### src/rtl/ex_operand_stage.sv
// ID/EX pipeline register with forwarding-select generation and load-use hazard detection.
// Selects are computed from the instruction leaving ID so they are ready alongside it in EX.
module ex_operand_stage #(
  parameter int DATAWIDTH = 32
) (
  input  logic                 i_clk,
  input  logic                 i_rst_n,
  input  logic                 i_id_valid,
  input  logic [31:0]          i_id_instr,
  input  logic [DATAWIDTH-1:0] i_id_pc,
  input  logic [DATAWIDTH-1:0] i_id_rs1_data,
  input  logic [DATAWIDTH-1:0] i_id_rs2_data,
  input  logic                 i_flush,
  input  logic [4:0]           i_mem_rd,
  input  logic                 i_mem_regwrite,
  output logic                 o_ex_valid,
  output logic [31:0]          o_ex_instr,
  output logic [DATAWIDTH-1:0] o_ex_pc,
  output logic [DATAWIDTH-1:0] o_ex_rs1_data,
  output logic [DATAWIDTH-1:0] o_ex_rs2_data,
  output logic [4:0]           o_ex_rd,
  output logic                 o_ex_regwrite,
  output logic [1:0]           o_fwd_sel_a,
  output logic [1:0]           o_fwd_sel_b,
  output logic                 o_stall,
  output logic [15:0]          o_stall_count
);

  localparam logic [6:0]  OPC_LOAD   = 7'b0000011;
  localparam logic [6:0]  OPC_STORE  = 7'b0100011;
  localparam logic [6:0]  OPC_BRANCH = 7'b1100011;
  localparam logic [6:0]  OPC_OP     = 7'b0110011;
  localparam logic [6:0]  OPC_LUI    = 7'b0110111;
  localparam logic [6:0]  OPC_AUIPC  = 7'b0010111;
  localparam logic [6:0]  OPC_JAL    = 7'b1101111;
  localparam logic [31:0] NOP_INSTR  = 32'h0000_0013;
  localparam logic [1:0]  SEL_REG    = 2'b00;
  localparam logic [1:0]  SEL_WB     = 2'b01;
  localparam logic [1:0]  SEL_MEM    = 2'b10;
  localparam logic [15:0] CNT_MAX    = 16'hFFFF;

  logic                 r_ex_valid;
  logic [31:0]          r_ex_instr;
  logic [DATAWIDTH-1:0] r_ex_pc;
  logic [DATAWIDTH-1:0] r_ex_rs1_data;
  logic [DATAWIDTH-1:0] r_ex_rs2_data;
  logic [4:0]           r_ex_rd;
  logic                 r_ex_regwrite;
  logic [1:0]           r_fwd_sel_a;
  logic [1:0]           r_fwd_sel_b;
  logic [15:0]          r_stall_count;

  logic [6:0] w_id_opcode;
  logic [4:0] w_id_rs1;
  logic [4:0] w_id_rs2;
  logic [4:0] w_id_rd;
  logic       w_id_regwrite;
  logic       w_id_uses_rs1;
  logic       w_id_uses_rs2;
  logic       w_ex_is_load;
  logic       w_ex_fwd_ok;
  logic       w_load_use;
  logic       w_stall;
  logic       w_bubble;
  logic [1:0] w_sel_a_next;
  logic [1:0] w_sel_b_next;

  assign w_id_opcode = i_id_instr[6:0];
  assign w_id_rd     = i_id_instr[11:7];
  assign w_id_rs1    = i_id_instr[19:15];
  assign w_id_rs2    = i_id_instr[24:20];

  assign w_id_regwrite = i_id_valid && (w_id_opcode != OPC_STORE) && (w_id_opcode != OPC_BRANCH);
  assign w_id_uses_rs1 = (w_id_opcode != OPC_LUI) && (w_id_opcode != OPC_AUIPC) && (w_id_opcode != OPC_JAL);
  assign w_id_uses_rs2 = (w_id_opcode == OPC_OP) || (w_id_opcode == OPC_STORE) || (w_id_opcode == OPC_BRANCH);

  assign w_ex_is_load = (r_ex_instr[6:0] == OPC_LOAD);
  // A load's data only exists after MEM, so EX-to-EX forwarding is limited to non-loads.
  assign w_ex_fwd_ok  = r_ex_valid && r_ex_regwrite && !w_ex_is_load;

  assign w_load_use = (w_id_uses_rs1 && (w_id_rs1 == r_ex_rd)) ||
                      (w_id_uses_rs2 && (w_id_rs2 == r_ex_rd));
  assign w_stall    = r_ex_valid && w_ex_is_load && r_ex_regwrite && (r_ex_rd != 5'd0) &&
                      i_id_valid && !i_flush && w_load_use;
  assign w_bubble   = i_flush || w_stall || !i_id_valid;

  function automatic logic [1:0] pick_sel(
    input logic       used,
    input logic [4:0] rs,
    input logic       ex_ok,
    input logic [4:0] ex_rd,
    input logic       mem_wr,
    input logic [4:0] mem_rd
  );
    logic [1:0] sel;
    sel = SEL_REG;
    if (used && (rs != 5'd0)) begin
      if (ex_ok && (ex_rd == rs)) begin
        sel = SEL_MEM;
      end else if (mem_wr && (mem_rd == rs)) begin
        sel = SEL_WB;
      end
    end
    return sel;
  endfunction

  always_comb begin
    w_sel_a_next = pick_sel(w_id_uses_rs1, w_id_rs1, w_ex_fwd_ok, r_ex_rd, i_mem_regwrite, i_mem_rd);
    w_sel_b_next = pick_sel(w_id_uses_rs2, w_id_rs2, w_ex_fwd_ok, r_ex_rd, i_mem_regwrite, i_mem_rd);
  end

  always_ff @(posedge i_clk or negedge i_rst_n) begin
    if (!i_rst_n) begin
      r_ex_valid    <= 1'b0;
      r_ex_instr    <= NOP_INSTR;
      r_ex_pc       <= '0;
      r_ex_rs1_data <= '0;
      r_ex_rs2_data <= '0;
      r_ex_rd       <= 5'd0;
      r_ex_regwrite <= 1'b0;
      r_fwd_sel_a   <= SEL_REG;
      r_fwd_sel_b   <= SEL_REG;
    end else begin
      // PC and operand data are meaningless in a bubble, so they are captured unconditionally.
      r_ex_pc       <= i_id_pc;
      r_ex_rs1_data <= i_id_rs1_data;
      r_ex_rs2_data <= i_id_rs2_data;
      if (w_bubble) begin
        r_ex_valid    <= 1'b0;
        r_ex_instr    <= NOP_INSTR;
        r_ex_rd       <= 5'd0;
        r_ex_regwrite <= 1'b0;
        r_fwd_sel_a   <= SEL_REG;
        r_fwd_sel_b   <= SEL_REG;
      end else begin
        r_ex_valid    <= 1'b1;
        r_ex_instr    <= i_id_instr;
        r_ex_rd       <= w_id_rd;
        r_ex_regwrite <= w_id_regwrite;
        r_fwd_sel_a   <= w_sel_a_next;
        r_fwd_sel_b   <= w_sel_b_next;
      end
    end
  end

  always_ff @(posedge i_clk or negedge i_rst_n) begin
    if (!i_rst_n) begin
      r_stall_count <= 16'd0;
    end else if (w_stall && (r_stall_count != CNT_MAX)) begin
      r_stall_count <= r_stall_count + 16'd1;
    end
  end

  assign o_ex_valid    = r_ex_valid;
  assign o_ex_instr    = r_ex_instr;
  assign o_ex_pc       = r_ex_pc;
  assign o_ex_rs1_data = r_ex_rs1_data;
  assign o_ex_rs2_data = r_ex_rs2_data;
  assign o_ex_rd       = r_ex_rd;
  assign o_ex_regwrite = r_ex_regwrite;
  assign o_fwd_sel_a   = r_fwd_sel_a;
  assign o_fwd_sel_b   = r_fwd_sel_b;
  assign o_stall       = w_stall;
  assign o_stall_count = r_stall_count;

endmodule
### config.mk
export PLATFORM = sky130hd
export DESIGN_NAME = ex_operand_stage
export DESIGN_NICKNAME = d
export VERILOG_FILES = /design/src/rtl/ex_operand_stage.sv
export SDC_FILE = /design/constraint.sdc
export NUM_CORES = 1
export LEC_CHECK = 0
export ABC_AREA = 1
export CAP_MARGIN = 5
export CORE_MARGIN = 5
export CORE_UTILIZATION = 42
export CTS_CLUSTER_DIAMETER = 50
export DETAILED_ROUTE_END_ITERATION = 7
export PLACE_DENSITY = 0.86
export REMOVE_ABC_BUFFERS = 1
export SLEW_MARGIN = 10
export SYNTH_ARGS = -nofsm -noshare
export SYNTH_HDL_FRONTEND = slang
export SYNTH_SLANG_ARGS = --single-unit
export TNS_END_PERCENT = 5
### constraint.sdc
create_clock -name i_clk -period 3.6 [get_ports i_clk]
set_clock_uncertainty 0.15 [all_clocks]
set_input_delay 0.9 -clock i_clk [delete_from_list [all_inputs] [get_ports i_clk]]
set_output_delay 0.9 -clock i_clk [all_outputs]
set_load 0.05 [all_outputs]
# Word level (Yosys, flattened, before mapping)
# Cells that the tools add are included.
word_totals:
  regBits: 155
  output_inout_bits: 156
  inputBits: 138
  wordCells: 71
classes:
  add_sub_neg: 1
  n_mux: 12
  reduce_logical: 32
  n_eq_ne: 16
ops:
  columns: ["operator", "count"]
  rows:
  - ["$mux W32", 1]
  - ["$eq A5 B5 Y1", 6]
  - ["$logic_and A1 B1 Y1", 21]
  - ["$add A16 B1 Y16 const B", 1]
  - ["$ne A16 B16 Y1 const B", 1]
  - ["$reduce_bool A5 Y1", 3]
  - ["$eq A7 B6 Y1 const B", 2]
  - ["$ne A7 B6 Y1 const B", 2]
  - ["$ne A7 B7 Y1 const B", 2]
  - ["$mux W2", 6]
  - ["$eq A7 B2 Y1 const B", 1]
  - ["$eq A7 B7 Y1 const B", 1]
  - ["$ne A7 B5 Y1 const B", 1]
  - ["$logic_or A1 B1 Y1", 5]
  - ["$mux W5", 1]
  - ["$mux W1", 4]
  - ["$logic_not A1 Y1", 3]

# Depth between registers and ports, before layout
depth:
  word_depth: 10
  depth_mapped: 11

# Worst setup path before layout
# No wires, ideal clock.
synth_timing:
  path_kind: "in2out"
  startpoint: "input i_id_instr[21]"
  endpoint: "output o_stall"
  required_ns: 2.550
  setup_slack_ns: 0.669
  n_path_buf: 0
  t_arrival_ns: 1.881
  path_stages: 9
  path_cell_list: "inv_2 -> nand2_1 -> nand2_1 -> nand3_1 -> nor2_4 -> nand2_4 -> nand2_8 -> nand2_4 -> inv_1"
synth_via:
  elab_chain_len: 4
synth_lines:
  columns: ["item", "line", "text"]
  rows:
  - ["from (decl)", "9", "input logic [31:0] i_id_instr,"]
  - ["$eq A5 B5 Y1", "82", "(w_id_uses_rs2 && (w_id_rs2 == r_ex_rd));"]
  - ["$logic_and A1 B1 Y1", "82", null]
  - ["$logic_or A1 B1 Y1", "81", "assign w_load_use = (w_id_uses_rs1 && (w_id_rs1 == r_ex_rd)) ||"]
  - ["$logic_and A1 B1 Y1", "84", "i_id_valid && !i_flush && w_load_use;"]
  - ["to (decl)", "25", "output logic o_stall,"]
# No other way between the ends.

# Worst setup path in the final report
layout_timing:
  startpoint: "input i_id_instr[19]"
  endpoint: "output o_stall"
layout_via:
  elab_chain_len: 4
layout_lines:
  columns: ["item", "line"]
  rows:
  - ["$eq A5 B5 Y1", "81"]
  - ["$logic_and A1 B1 Y1", "81"]
  - ["$logic_or A1 B1 Y1", "81"]
  - ["$logic_and A1 B1 Y1", "84"]
# No other way between the ends.

==> impl_metrics.yaml <==
timing:
  final_max_slew_viol_count: 0
  setup_viol: 0
  min_period_ps: 3480
  max_freq_mhz: 288
  rsz0062_at_grt: "false"
  slew-limit-headroom_pct: 49.7
  worst_pin_slew_ps: 755
  post-route-period-util_pct: 96.5
  tns_ps: 0
  hold_viol_final: 0
cts:
  path_clk_slew_ps: 50
  cts.root.buffer_cell: "clkbuf_16"
  cts_tree: "built"
  cts_sinks: 150
  clk_path_buf_depth: 2
  numCtsBuffers: 17
  cts_resized: 0
  post_cts_buffers: 0
  cts_max_level: 4
  clock_latency_ps: 420
  hold_buffers: 0
global_routing:
  grt_util_met2_pct: 42.1
  grt_pass1_wl_mm: 26.6
  track_usage_pct: 23.5
  grt_max_degree: 85
  busiest_layer: "met2"
  antenna_found_initial: 0
  met1_usage_pct: 26.7
  grt-ovfl-total: 0
  grt_pass1_vias: 4706
  grt_use_met3_pct: 6.63
yosys:
  yosys.area_share.simple_pct: 20.7
  avgSynthCellArea_sq_um: 12.3
  synth.most_common_cell: "dfrtp_1"
  synth_adder_area_share_pct: 0.230
  syn_inst: 442
  syn-cell-area_sq_um: 5450
  ys_seq_elements: 150
  synth_top_area_cell: "dfrtp_1"
  ys_seq_area_share_pct: 68.9
  synth-xor-area-share_pct: 3.05
  synth.area.top_cells: "dfrtp_1 (67%), nand2_1 (4.8%), nor2_4 (4.3%)"
  synth_top_area_share_pct: 67.5
  synth_flop_cell: "dfrtp_1"
  synth_top_family_by_area: "simple AND/OR/NAND/NOR gates"
  synth_cell_types: 33
  synth_compound_area_share_pct: 1.03
  synthTopCellsByCount: "dfrtp_1 (147), nand2_1 (70), inv_1 (46)"
  synth.area.mux_share_pct: 0
  synth_edf_count: 0
  ys_warn_count: 0
  async_flop_share_pct: 100
worst_setup_path:
  setup.worst_path.start: "i_id_instr[19]"
  startpoint_type: "primary input"
  arrival_ps: 2430
  crit_fanout: 4
  critPathKind: "primary input to primary output"
  r2r_cells: 7
  cp.required_ps: 2550
  r2r_start: "o_stall_count[0]$_DFFE_PN0P_"
  cp-end-kind: "primary output"
detailed_routing:
  drc: 0
  initialDrtViolationCount: 155
  drtAntennaViolNets: 0
  wl_per_cell_um: 18.8
  drtPass1Iterations: 4
  finalWirelength_mm: 17.5
  vias: 4365
  vias_per_cell: 4.68
die:
  die_area_sq_um: 15400
  ioPinCount: 294
  core_sq_um: 12700
  die_x_um: 124
  die_h_um: 124
  fp-row-count: 41
  start_util_pct: 43.0
place:
  hpwl_mm: 13.6
  place.gp.congestion: 0.978
  numPortBuffers: 293
hold_path:
  min_delay_path_depth: 2
  min_path_type: "flop to flop"
  min_from: "o_stall_count[13]$_DFFE_PN0P_"
power_and_ir_drop:
  p_leak_uw: 0.00404
  peakVddDrop_v: 0.000323
  power_density_nw_per_um2: 456
run:
  drv_cap: 0
finish:
  drive_gt1_share_pct: 12.5
  antenna_cells: 0
  area_growth_pct: 66.5
  post-route-util_pct: 71.6
  nets: 886
status:
  status: "complete, no violations"
==> critical path, cell delays in order <==
cell and delay [ps]:
clkdlybuf4s50_1 580, inv_2 80, nand2_1 80, nand4_1 110, nor2_2 170, nand2_2 110, nand2_8 80, nand2_4 60
inv_1 110, buf_12 140
==> flip-flops by register name, indices dropped and copies added, names as in the netlist <==
register	count
o_ex_instr	28
o_ex_pc	32
o_ex_rd	4
o_ex_regwrite	1
o_ex_rs1_data	32
o_ex_rs2_data	32
o_ex_valid	1
o_fwd_sel_a	2
o_fwd_sel_b	2
o_stall_count	16
==> through the flow <==
step / hold WS [ps] / std cells / power, uW / worst slack [ps] / area (sq um)
6_report: 383 / 932 / 4140 / 124 / 9080
5_1_grt: 406 / 932 / 4290 / 37.6 / 9080
4_1_cts: 386 / 932 / 4170 / 123 / 9080
3_5_place_dp: 375 / 900 / 2510 / 156 / 8530
3_3_place_gp: 368 / 900 / 2500 / 182 / 8530
2_1_floorplan: 454 / 430 / 2140 / 489 / 5330
==> worst paths after layout <==
check                      slack (ps)                            end
max                               120                        o_stall
min                               380  o_stall_count[13]$_DFFE_PN0P_
max reg2reg                      1360   o_stall_count[2]$_DFFE_PN0P_
min reg2reg                       380  o_stall_count[13]$_DFFE_PN0P_
max in group asynchronous        1990  o_stall_count[13]$_DFFE_PN0P_
min in group asynchronous         390    o_ex_rs1_data[22]$_DFF_PN0_
==> cell families (layout without fill, tap and decap cells) <==
kind of cell               after synthesis  count (layout)
AOI/OAI and AO/OA                       10              10
xor gates and xnor gates                19              19
and+or+nand+nor                        195             195
adders and majority gates                1               1
buffers and inverters                   67             385
DFF                                    150             150
==> routing by layer <==
metal,vias to the layer above,share of wire [%]
li1,1994,-
met1,2122,37
met2,222,52
met3,27,8.8
met4,0,2.3
met5,-,0
==> final cells by class <==
cell class | instances | area (sq um)
Clock inverter | 11 | 100
Timing Repair Buffer | 298 | 2980
Tap cell | 172 | 215
Inverter | 55 | 206
Fill cell | 845 | 3590
Clock buffer | 21 | 450
Sequential cell | 150 | 3760
Multi-Input combinational cell | 225 | 1370
==> cell usage in the layout (no fill, tap or decap), drive strengths merged, types with 7 or more instances in the layout <==
cell type / n
inv: 57
buf: 7
nor3: 11
nand2: 85
nand4: 26
nor2: 54
clkdlybuf4s50: 291
nand3: 16
dfrtp: 147
xnor2: 11
xor2: 8
clkbuf: 21
==> report_power, final <==
group / internal [uW] / leakage (uW) / switching, uW
sequential: 1760 / 0.00185 / 26.4
clock: 970 / 0.000268 / 686
combinational: 277 / 0.00192 / 425
total: 3000 / 0.00404 / 1140
Note: power is estimated with default switching activity, not from simulation.
